## config.mk

```make
export PLATFORM = sky130hd
export DESIGN_NAME = oled_spi_receiver
export DESIGN_NICKNAME = d
export VERILOG_FILES = /design/src/rtl/oled_spi_receiver_pkg.sv /design/src/rtl/oled_spi_receiver_spi_byte_receiver.sv /design/src/rtl/oled_spi_receiver.sv
export SDC_FILE = /design/constraint.sdc
export NUM_CORES = 1
export LEC_CHECK = 0
export CAP_MARGIN = 10
export CORE_AREA = 2 2 118 120
export DETAILED_ROUTE_END_ITERATION = 6
export DIE_AREA = 0 0 120 122
export GPL_TIMING_DRIVEN = 0
export PLACE_DENSITY = 0.67
export SETUP_SLACK_MARGIN = 0.5
export SLEW_MARGIN = 20
export SYNTH_ARGS = -nofsm -noshare
export SYNTH_HDL_FRONTEND = slang
export SYNTH_SLANG_ARGS = --single-unit
```

## constraint.sdc

```tcl
create_clock -name i_CLK -period 6.5 [get_ports i_CLK]
set_input_delay 1.625 -clock i_CLK [delete_from_list [all_inputs] [get_ports i_CLK]]
set_output_delay 1.625 -clock i_CLK [all_outputs]
set_load 0.05 [all_outputs]
```

## src/rtl/oled_spi_receiver_pkg.sv

```systemverilog
// Shared opcodes, decoder state encoding and geometry defaults for the OLED SPI receiver.
package oled_spi_receiver_pkg;

  localparam int unsigned NUM_COL_DEF = 96;
  localparam int unsigned NUM_ROW_DEF = 64;
  localparam int unsigned WIDTH_DEF   = 8;
  localparam int unsigned COL_W       = 7;
  localparam int unsigned ROW_W       = 6;

  localparam logic [7:0] OP_COL      = 8'h15;
  localparam logic [7:0] OP_ROW      = 8'h75;
  localparam logic [7:0] OP_REMAP    = 8'hA0;
  localparam logic [7:0] OP_DISP_OFF = 8'hAE;
  localparam logic [7:0] OP_DISP_ON  = 8'hAF;

  typedef enum logic [2:0] {
    ST_CMD,
    ST_COL_S,
    ST_COL_E,
    ST_ROW_S,
    ST_ROW_E,
    ST_REMAP_P
  } dec_state_t;

endpackage

```

## src/rtl/oled_spi_receiver_spi_byte_receiver.sv

```systemverilog
// Oversampled SPI slave: synchronizes SCK/MOSI/CS/DC, assembles MSB-first bytes,
// flags CS released mid-byte.
module spi_byte_receiver
  import oled_spi_receiver_pkg::*;
#(
  parameter int unsigned WIDTH = WIDTH_DEF
) (
  input  logic             clk,
  input  logic             rst_n,
  input  logic             sck,
  input  logic             mosi,
  input  logic             cs,
  input  logic             dc,
  output logic             byte_valid,
  output logic [WIDTH-1:0] byte_data,
  output logic             byte_dc,
  output logic             frame_err
);

  localparam int unsigned CNT_W = $clog2(WIDTH + 1);

  logic [1:0]       sck_sync, cs_sync, mosi_sync, dc_sync;
  logic             sck_prev, cs_prev;
  logic [CNT_W-1:0] bit_cnt;
  logic [WIDTH-1:0] shift;

  logic             sck_rise, cs_rise, take, last;
  logic [WIDTH-1:0] shift_next;

  // An edge coinciding with CS rising still counts so a just-finished byte completes.
  always_comb begin
    sck_rise   = sck_sync[1] & ~sck_prev;
    cs_rise    = cs_sync[1] & ~cs_prev;
    take       = sck_rise & ~(cs_sync[1] & cs_prev);
    last       = take & (bit_cnt == CNT_W'(WIDTH - 1));
    shift_next = {shift[WIDTH-2:0], mosi_sync[1]};
  end

  always_ff @(posedge clk) begin
    if (!rst_n) begin
      sck_sync   <= 2'b00;
      cs_sync    <= 2'b11;
      mosi_sync  <= 2'b00;
      dc_sync    <= 2'b00;
      sck_prev   <= 1'b0;
      cs_prev    <= 1'b1;
      bit_cnt    <= '0;
      shift      <= '0;
      byte_valid <= 1'b0;
      byte_data  <= '0;
      byte_dc    <= 1'b0;
      frame_err  <= 1'b0;
    end else begin
      sck_sync   <= {sck_sync[0], sck};
      cs_sync    <= {cs_sync[0], cs};
      mosi_sync  <= {mosi_sync[0], mosi};
      dc_sync    <= {dc_sync[0], dc};
      sck_prev   <= sck_sync[1];
      cs_prev    <= cs_sync[1];
      byte_valid <= last;
      frame_err  <= cs_rise & (bit_cnt != '0) & ~last;
      if (last) begin
        byte_data <= shift_next;
        byte_dc   <= dc_sync[1];
      end
      if (take) shift <= shift_next;
      if (last || (cs_sync[1] && !take)) bit_cnt <= '0;
      else if (take)                     bit_cnt <= bit_cnt + CNT_W'(1);
    end
  end

endmodule

```

## src/rtl/oled_spi_receiver.sv

```systemverilog
// OLED controller front end: SPI byte receiver, command decoder, windowed pixel pointer.
// Optional framebuffer enabled by defining OLED_RX_FRAMEBUFFER_EN.
module oled_spi_receiver
  import oled_spi_receiver_pkg::*;
#(
  parameter int unsigned NUM_COL = NUM_COL_DEF,
  parameter int unsigned NUM_ROW = NUM_ROW_DEF,
  parameter int unsigned WIDTH   = WIDTH_DEF
) (
  input  logic             i_CLK,
  input  logic             i_RST_N,
  input  logic             i_SCK,
  input  logic             i_MOSI,
  input  logic             i_CS,
  input  logic             i_DC,
  output logic             o_BYTE_VALID,
  output logic [WIDTH-1:0] o_BYTE,
  output logic             o_BYTE_DC,
  output logic             o_PIX_WE,
  output logic [COL_W-1:0] o_PIX_COL,
  output logic [ROW_W-1:0] o_PIX_ROW,
  output logic [WIDTH-1:0] o_PIX_DATA,
  output logic             o_DISPLAY_ON,
  output logic [7:0]       o_REMAP,
  output logic             o_CMD_ERR,
  output logic             o_FRAME_ERR,
  input  logic [COL_W-1:0] i_RD_COL,
  input  logic [ROW_W-1:0] i_RD_ROW,
  output logic [WIDTH-1:0] o_RD_DATA
);

  dec_state_t       state;
  logic [WIDTH-1:0] stage;
  logic [COL_W-1:0] col_start, col_end, ptr_col;
  logic [ROW_W-1:0] row_start, row_end, ptr_row;

  spi_byte_receiver #(.WIDTH(WIDTH)) u_rx (
    .clk        (i_CLK),
    .rst_n      (i_RST_N),
    .sck        (i_SCK),
    .mosi       (i_MOSI),
    .cs         (i_CS),
    .dc         (i_DC),
    .byte_valid (o_BYTE_VALID),
    .byte_data  (o_BYTE),
    .byte_dc    (o_BYTE_DC),
    .frame_err  (o_FRAME_ERR)
  );

  // Decoder, window registers and write pointer; advances only on a received byte.
  always_ff @(posedge i_CLK) begin
    if (!i_RST_N) begin
      state        <= ST_CMD;
      stage        <= '0;
      col_start    <= '0;
      col_end      <= COL_W'(NUM_COL - 1);
      row_start    <= '0;
      row_end      <= ROW_W'(NUM_ROW - 1);
      ptr_col      <= '0;
      ptr_row      <= '0;
      o_PIX_WE     <= 1'b0;
      o_PIX_COL    <= '0;
      o_PIX_ROW    <= '0;
      o_PIX_DATA   <= '0;
      o_DISPLAY_ON <= 1'b0;
      o_REMAP      <= 8'h00;
      o_CMD_ERR    <= 1'b0;
    end else begin
      o_PIX_WE  <= 1'b0;
      o_CMD_ERR <= 1'b0;
      if (o_BYTE_VALID) begin
        if (o_BYTE_DC) begin
          // Data aborts any half-finished parameter sequence but is still written.
          if (state != ST_CMD) o_CMD_ERR <= 1'b1;
          state      <= ST_CMD;
          o_PIX_WE   <= 1'b1;
          o_PIX_COL  <= ptr_col;
          o_PIX_ROW  <= ptr_row;
          o_PIX_DATA <= o_BYTE;
          if (ptr_col == col_end) begin
            ptr_col <= col_start;
            ptr_row <= (ptr_row == row_end) ? row_start : ptr_row + ROW_W'(1);
          end else begin
            ptr_col <= ptr_col + COL_W'(1);
          end
        end else begin
          case (state)
            ST_CMD: begin
              case (o_BYTE)
                WIDTH'(OP_COL):      state <= ST_COL_S;
                WIDTH'(OP_ROW):      state <= ST_ROW_S;
                WIDTH'(OP_REMAP):    state <= ST_REMAP_P;
                WIDTH'(OP_DISP_ON):  o_DISPLAY_ON <= 1'b1;
                WIDTH'(OP_DISP_OFF): o_DISPLAY_ON <= 1'b0;
                default:             o_CMD_ERR <= 1'b1;
              endcase
            end
            ST_COL_S: begin
              stage <= o_BYTE;
              state <= ST_COL_E;
            end
            ST_COL_E: begin
              if (stage <= o_BYTE && 32'(o_BYTE) < NUM_COL) begin
                col_start <= COL_W'(stage);
                col_end   <= COL_W'(o_BYTE);
                ptr_col   <= COL_W'(stage);
                ptr_row   <= row_start;
              end else begin
                o_CMD_ERR <= 1'b1;
              end
              state <= ST_CMD;
            end
            ST_ROW_S: begin
              stage <= o_BYTE;
              state <= ST_ROW_E;
            end
            ST_ROW_E: begin
              if (stage <= o_BYTE && 32'(o_BYTE) < NUM_ROW) begin
                row_start <= ROW_W'(stage);
                row_end   <= ROW_W'(o_BYTE);
                ptr_col   <= col_start;
                ptr_row   <= ROW_W'(stage);
              end else begin
                o_CMD_ERR <= 1'b1;
              end
              state <= ST_CMD;
            end
            ST_REMAP_P: begin
              o_REMAP <= 8'(o_BYTE);
              state   <= ST_CMD;
            end
            default: state <= ST_CMD;
          endcase
        end
      end
    end
  end

`ifdef OLED_RX_FRAMEBUFFER_EN
  localparam int unsigned DEPTH = NUM_COL * NUM_ROW;
  localparam int unsigned AW    = $clog2(DEPTH);

  logic [WIDTH-1:0] fb_mem [DEPTH];
  logic [AW-1:0]    wr_addr, rd_addr;

  always_comb begin
    wr_addr = AW'(32'(o_PIX_ROW) * NUM_COL + 32'(o_PIX_COL));
    rd_addr = AW'(32'(i_RD_ROW) * NUM_COL + 32'(i_RD_COL));
  end

  // Memory contents survive reset; only the read register clears.
  always_ff @(posedge i_CLK) begin
    if (o_PIX_WE) fb_mem[wr_addr] <= o_PIX_DATA;
  end

  always_ff @(posedge i_CLK) begin
    if (!i_RST_N) o_RD_DATA <= '0;
    else          o_RD_DATA <= fb_mem[rd_addr];
  end
`else
  logic unused_rd;
  assign unused_rd = ^{i_RD_COL, i_RD_ROW};
  assign o_RD_DATA = '0;
`endif

endmodule
```

Yosys cells after proc, flatten, opt, wreduce, memory -nomap -nowiden
Cells that the tools add are included.
Widths: inputs -> output; s select.

word-level totals
  logic and storage cells = 108
  flip-flop bits (word level) = 114
  input bits = 19

cells by class
  bitwise operators = 13
  reduce and logical (&&, ||, !) cells = 23
  magnitude comparators = 3
  eq/ne operators = 17
  add/sub/neg operators = 3
  mux-type cells = 22

operators by type and width
  operator             number
  $mux 6               5
  $mux 7               4
  $eq 8x8->1 const B   3
  $pmux 3 s3           2
  $lt 8x7->1 const B   2
  $reduce_and 4->1     4
  $pmux 7 s2           1
  $pmux 6 s2           1
  $eq 8x5->1 const B   1
  $eq 8x7->1 const B   1
  $le 8x8->1           1
  $add 7x1->7 const B  1
  $and 1x1->1          7
  $eq 7x7->1           1
  $add 6x1->6 const B  1
  $eq 3x2->1 const B   2
  $eq 3x3->1 const B   2
  $eq 6x6->1           1
  $mux 1               6
  $ne 3x2->1 const B   2
  $not 1->1            6
  $reduce_and 2->1     3
  $reduce_and 3->1     2
  $reduce_bool 3->1    2
  other kinds (17)     20

Longest topological paths before layout
  depth after elaboration = 7
  mapped depth = 11
  gate-level depth less buffers = 8

Modules after synthesis
Synthesis repeated with hierarchy kept, for this count alone.

second synthesis, totals
  cell total of the unflattened synthesis = 667
  area, all modules = 5639.2 µm²

modules (own cells, without submodules)
  module             area an instance (µm²)  times used  cells an instance  sequential area each (µm²)
  oled_spi_receiver  4379.2                  1           531                1641.6
  spi_byte_receiver  1260.0                  1           136                640.6

Worst setup path before layout
OpenSTA, ideal clock, no wires.

  path type = reg-to-reg
  start point = register u_rx.byte_data[5]
  end point = register col_end[4]
  data required time = 6.359 ns
  clock period less this slack = 2.735 ns
  setup slack = 3.765 ns
  stages on the path, launching flop included = 12
  data arrival time = 2.594 ns
  setup time = 0.141 ns
  buffers on the path = 3
  path through = dfxtp_1 -> clkbuf_1 -> inv_1 -> ha_1 -> and4_1 -> or3_4 -> o21ai_2 -> o21ai_1 -> buf_4 -> buf_4 -> nand2_1 -> o211ai_1

on the way
  word-level cells in the longest chain between the ends = 3
  elaborated cells on any way between the ends = 4
  classes of those cells = 2 x order compare; 2 x reduce/logical

ends and longest elaborated chain
  element                                   line                                       RTL
  from (decl)                               oled_spi_receiver_spi_byte_receiver.sv:15  output logic [WIDTH-1:0] byte_data,
  from (signal assigned)                    oled_spi_receiver_spi_byte_receiver.sv:63  byte_data <= shift_next;
  $le 8x8->1 or $lt 8x7->1 (tied branches)  oled_spi_receiver.sv:103                   if (stage <= o_BYTE && 32'(o_BYTE) < NUM_COL) begin
  $logic_and 1x1->1 (*)                     oled_spi_receiver.sv:103
  $reduce_and 4->1 (no line) (*)            n/a
  to (signal assigned)                      oled_spi_receiver.sv:56                    col_end <= COL_W'(NUM_COL - 1);
  to (signal assigned)                      oled_spi_receiver.sv:105                   col_end <= COL_W'(o_BYTE);
  to (decl)                                 oled_spi_receiver.sv:34                    logic [COL_W-1:0] col_start, col_end, ptr_col;

Mark *: on every way between the ends. The rest lies on a longest branch, timed or not.
A chain may end at the register's enable or synchronous reset.

Final worst setup path
  start point = register u_rx.byte_data[7]
  end point = output port o_BYTE[7]

RTL lines
  element    line                     RTL
  to (decl)  oled_spi_receiver.sv:17  output logic [WIDTH-1:0] o_BYTE,

No word-level cell between the ends.

==> run summary <==
Row count - 43
Max Fclk - 282 MHz
Post-detail-place hpwl - 10200 µm
Hold path startpoint - u_rx.cs_sync[0]$_SDFF_PN1_
Post-CTS sizing - 0
GR Overflow Total - 0
Clock skew - 0.00781 ns
Commonest non-fill, non-tap cell in the layout - dfxtp_1
Hold slack final - 0.411 ns
Critical Path AT - 1.92 ns
Maximum net fanout on the critical path - 10
Starting Density - 39.1%
Status - finished, final reports clean
Post-synth EDFFs - 0
Number of synthesized register bits - 114
Max Cap Viol - 0
Max incr delay on CP - 0.90 ns
Fillers - 1277
Setup TNS - 0 ns
Top-area cell type share of the netlist area - 43.2%
First-pass GRT wire length - 22600 µm
Antenna violations before repair - 0
Top post-synthesis cells by area - dfxtp_1 (43%), mux2i_1 (8.0%), nand2_1 (6.6%)
Initial DRC count - 322
CTS buffer count - 17
R2R setup slack - 3.57 ns
Crit Path Class - reg -> out
RePlAce Congestion - 0.972
Period Utilization, post-route - 54.5%
Cell Chain, Critical Path - clkdlybuf4s50_1
Final setup viols - 0
Die Y - 122 µm
CP endpoint kind - primary output
Final Instance Count excl. Fillers - 880
Setup bufs post-CTS - 0
Final hold vios - 0
Worst Max-Slew Pin Slew - 0.768 ns
Peak supply drop - 0.000139 V
Layout cells sized above 1 - 10.3%
GRT Total Usage - 20.1%
Hold_buf cts - 0
Reg area - 2280 µm²
Die area - 14600 µm²
Largest net degree at the start of global routing - 17
RR Startpoint - u_rx.byte_data[5]$_SDFFE_PN0P_
Clock sinks - 114
Number of global-route vias before repair - 4331
Die W - 120 µm
RSZ-0062 raised after global routing - false
Nature of the critical path startpoint - flip-flop
Final WL - 14000 µm
Clock Pin Slew Worst Setup and Hold Paths - 0.05 ns
Final-stage net count - 718
Cell taking the most area after synthesis - dfxtp_1
Area growth syn-to-layout - 23.9%
Core area - 13500 µm²
Avg Inst Size Synth - 8.61 µm²
PD cells - 241 nW/µm²
Placed Instances - 848
Cell count after synthesis - 613
Worst Hold Class - reg -> reg
Ant. Diodes - 0
Clock Path Buffers - 2
Pleak - 2.58 nW
Commonest non-fill, non-tap cells in the layout - dfxtp_1 (114), nand2_1 (93), nor2_1 (67)
CP required - 4.88 ns
Fin. max-slew vios - 0
Number of port buffers - 48
WL per Instance - 15.9 µm
Boundary Pins - 70
Relative slew slack - 48.5%
Routed via count - 4595
Seq/Total Area, Yosys - 43.2%
CP max-delay cell - clkdlybuf4s50_1
Buf+Inv Stages, Crit Path - 1
Top FF cell, synth - dfxtp_1
Tot Pwr - 1.58 mW
Clock Latency Late Sink - 0.41 ns
Ys async rst share - 0%
DR vias/cell - 5.22
Yosys cell types - 70
Placed inst area - 6010 µm²
Minimum clock period - 3.54 ns
Multi-input gate area - 2710 µm²
Root buf cell - clkbuf_16
Drt first pass iters - 5
DRC - 0
DRT antenna net count - 0
Htree depth - 4
Post-route cell area - 6540 µm²
CP delay by family, top - buffers and inverters
Post-Syn Area - 5280 µm²
CTS tree - yes
Synth warn - 0
CP startpoint - u_rx.byte_data[7]$_SDFFE_PN0P_
## per-stage QoR
step	setup slack [ns]	util (%)
2_1_floorplan	3.76	-
3_3_place_gp	2.70	44.5
3_5_place_dp	2.70	44.5
4_1_cts	2.94	48.4
5_1_grt	2.91	48.4
6_report	2.96	48.4
## cells by family after synthesis
logic type	synth area share [%]
AOI/OAI and AO/OA	15.7
xor gates and xnor gates	3.48
adders and majority gates	2.84
buffers and inverters	6.02
DFF	43.2
muxes	8.60
other	0.0710
and+or+nand+nor	20.1
## sequential cells by signal (all words and copies together), names as in the netlist, 3 cells and up
name and cells:
ptr_col 7, u_rx.byte_data 8, o_PIX_COL 7, u_rx.bit_cnt 4
o_PIX_ROW 6, state 3, stage 8, col_end 7
u_rx.shift 7, ptr_row 6, row_end 6, row_start 6
col_start 7, o_REMAP 8, o_PIX_DATA 8
## routing by layer
metal / up-vias / share of wire, % / global-route usage, %
met5: - / 0 / 0
li1: 2251 / - / -
met1: 2138 / 44 / 25.8
met4: 0 / 2.3 / 7.87
met2: 181 / 47 / 32.8
met3: 25 / 6.4 / 4.78
## where the power goes
group          leakage (nW)  internal, mW  switching (mW)
clock                 0.258         0.521           0.316
combinational          1.40       0.00984          0.0281
sequential            0.920         0.702         0.00110
total                  2.58          1.23           0.345
## cell usage after synthesis, types with 5 or more instances
cell	n
nor4_1	5
a21oi_1	57
o211ai_1	14
a211oi_1	5
nor3_1	9
o31ai_1	5
nor2_1	67
o21ai_1	8
inv_1	18
buf_2	6
mux2i_1	42
dfxtp_1	114
xnor2_1	11
o21ai_0	8
nand3_1	14
nor2b_1	5
xor2_1	10
and2_1	8
buf_4	13
nand2_1	93
ha_1	12
clkbuf_1	22
## final timing paths
kind | to | depth (start not counted)
hold / removal | u_rx.cs_sync[1]$_SDFF_PN1_ | 1
hold reg to reg | u_rx.cs_sync[1]$_SDFF_PN1_ | 1
setup / recovery | o_BYTE[7] | 1
setup reg to reg | ptr_col[5]$_SDFFE_PN0P_ | 9
## cell type report
| cell class | instances | share of cell area [%] |
|---|---|---|
| clock inverters | 10 | 1.34 |
| multi-input cells | 439 | 41.3 |
| plain buffers | 47 | 3.71 |
| well taps | 180 | 3.44 |
| inverters | 20 | 1.15 |
| clock buffers | 22 | 6.79 |
| repair buffers | 48 | 7.34 |
| flip-flops and latches | 114 | 34.9 |
No activity file was read; power rests on OpenSTA's default activity.
==> RTL change: new RTL, config.mk and constraints unchanged <==
Compare `bit_cnt` against `CNT_W'(WIDTH - 1)` with >= in place of ==.
--- a/src/rtl/oled_spi_receiver_spi_byte_receiver.sv
+++ b/src/rtl/oled_spi_receiver_spi_byte_receiver.sv
@@ -34,3 +34,3 @@
     take       = sck_rise & ~(cs_sync[1] & cs_prev);
-    last       = take & (bit_cnt == CNT_W'(WIDTH - 1));
+    last       = take & (bit_cnt >= CNT_W'(WIDTH - 1));
     shift_next = {shift[WIDTH-2:0], mosi_sync[1]};
Check against the original RTL: no difference found for any inputs over 10 cycles, from zero or initial values and one cycle with i_RST_N low; that may be too few to reach the edited logic, so the function may still have changed.
==> RTL change against the unedited design <==
Critical path depth did not move; via count rose by 1.5%; sequential cell count did not move; non-clock buffer count grew 1; total power rose by 10%; core utilization up 0.18 points; die area did not move; count of clock-buffer cells in the layout is 2 lower; synthesized area fell by 1.7%; maximum frequency rose by 0.57%; setup slack improved by 0.020 ns; routed wire length increased by 3.7%; worst hold slack worse by 0.0023 ns; design area up 0.36%; largest cell class unchanged; highest routed layer unchanged.
==> RTL change: results (changes against the unedited design) <==
Timing:
- The slew at the pin closest to its max-slew limit is 0.874 ns (+0.106 ns).
- The worst clock skew on the final layout was 0.00866 ns (+0.000845 ns).
- The shortest clock period the worst path allows after layout is 3.52 ns (-0.0200 ns).

Layout:
- The final standard cell count with taps included and fillers excluded was 870 (-1.1%).
- The number of fill cells was 1298 (+1.6%).
- The multi-input logic area is 2620 um^2 (-3.1%).
- The final net count was 708 (-1.4%).
- The share of cells above drive strength 1 is 0.101 (-0.00141).

GRT:
- The met2 layer usage reported by global route is 0.327 (-0.00107).
- The met1 usage is 0.253 (-0.00434).
- The first-pass GRT wire length is 23.6 mm (+4.3%).
- The met3 usage was 0.0618 (+0.0140).
- The initial antenna violation count is 0 (unchanged).
- The global-route usage over all layers came to 0.209 (+0.00763).

Run status:
- The run finished with clean final reports.

Worst setup path:
- The startpoint identified for the worst register-to-register timing path is u_rx.byte_data[7].
- The maximum fanout along the worst path is 8 (-2).
- The critical path starts at u_rx.byte_data[5].
- The destination of the critical timing path is o_BYTE[5].
- On the critical path the largest part of the delay comes from buffers and inverters.
- The capture point of the worst reg-to-reg path is ptr_col[2].
- The signal arrival time at the worst endpoint is 1.90 ns (-0.02 ns).
- The setup slack of the worst register-to-register path came to 3.41 ns (-0.16 ns).

Synthesis:
- The register area share after synthesis is 0.440 (+0.00761).
- The distinct cell type count of the synthesized netlist came to 63 (-10%).
- After synthesis, the cell types taking the most area are sky130_fd_sc_hd__dfxtp_1 44%, sky130_fd_sc_hd__nand2_1 6.2%, sky130_fd_sc_hd__a21oi_1 5.6%, sky130_fd_sc_hd__mux2i_1 5.6%, sky130_fd_sc_hd__o21ai_0 3.5%.
- The synthesized instance count is 603 (-1.6%).
- By count the netlist is led by 114 x sky130_fd_sc_hd__dfxtp_1, 85 x sky130_fd_sc_hd__nand2_1, 58 x sky130_fd_sc_hd__a21oi_1.
- The count of flip-flops with a built-in enable after synthesis is 0 (unchanged).

Pwr:
- The worst supply voltage drop on vdd came to 0.200 mV (+43%).
- The static leakage is 2.25 nW (-13%).

Routing:
- The wire length on met2 is 6.69 mm (+1.2%).
- The number of vias after detailed routing was 4664 (+1.5%).
- The total iterations of the first detailed-routing run is 5 (unchanged).
- The routed length on met3 came to 1.04 mm (+16%).
- The wire length after detailed routing is 14.5 mm (+3.7%).
- The routed metal-1 wirelength was 6.22 mm (+0.63%).
- The number of design-rule violations left by the first detailed-router iteration came to 346 (+7.5%).

Place:
- The HPWL after detailed placement is 10.3 mm (+1.1%).
- The total instance count after detailed placement was 838 (-1.2%).
- The number of input and output port buffers inserted is 48 (unchanged).
- The post-place setup slack was 2.85 ns (+0.150 ns).
- The weighted congestion at the end of routability-driven global placement is 0.925 (-4.8%).

Clock network:
- The H-tree depth reported by CTS is 4 (unchanged).

Job:
- The total of max-cap violations is 0 (unchanged).
[RTL change: area by class of cell]
class / instances / share of cell area
inverters: 19 / 0.0109
clock inverters: 12 / 0.0274
plain buffers: 48 / 0.0364
flip-flops and latches: 114 / 0.348
repair buffers: 48 / 0.0732
clock buffers: 20 / 0.0711
multi-input cells: 429 / 0.399
well taps: 180 / 0.0343
[RTL change: cell families after synthesis]
kind of cell | Yosys count | share of synthesized area
multiplexers | 31 | 0.0603
buffers and inverters | 67 | 0.0598
adder cells (fa/ha/maj) | 12 | 0.0289
XOR/XNOR | 22 | 0.0371
AO/OA/AOI/OAI | 142 | 0.174
other | 1 | 0.000723
flip-flops | 114 | 0.440
AND/OR/NAND/NOR | 214 | 0.199
[RTL change: power by group]
group / internal [mW] / switching, mW
registers: 0.702 / 0.00116
logic: 0.00968 / 0.0271
clock network: 0.671 / 0.333
[RTL change: how the worst min path moves through the flow]
| stage | start | endpoint | slack [ns] | cells after the start |
|---|---|---|---|---|
| 6_report | u_rx.cs_sync[0] | u_rx.cs_sync[1] | 0.41 | 1 |
| 5_1_grt | u_rx.cs_sync[0] | u_rx.cs_sync[1] | 0.43 | 1 |
| 4_1_cts | u_rx.cs_sync[0] | u_rx.cs_sync[1] | 0.41 | 1 |
| 3_5_place_dp | u_rx.cs_sync[0] | u_rx.cs_sync[1] | 0.40 | 1 |
| 3_3_place_gp | u_rx.cs_sync[0] | u_rx.cs_sync[1] | 0.40 | 1 |
| 2_1_floorplan | u_rx.cs_sync[0] | u_rx.cs_sync[1] | 0.39 | 1 |
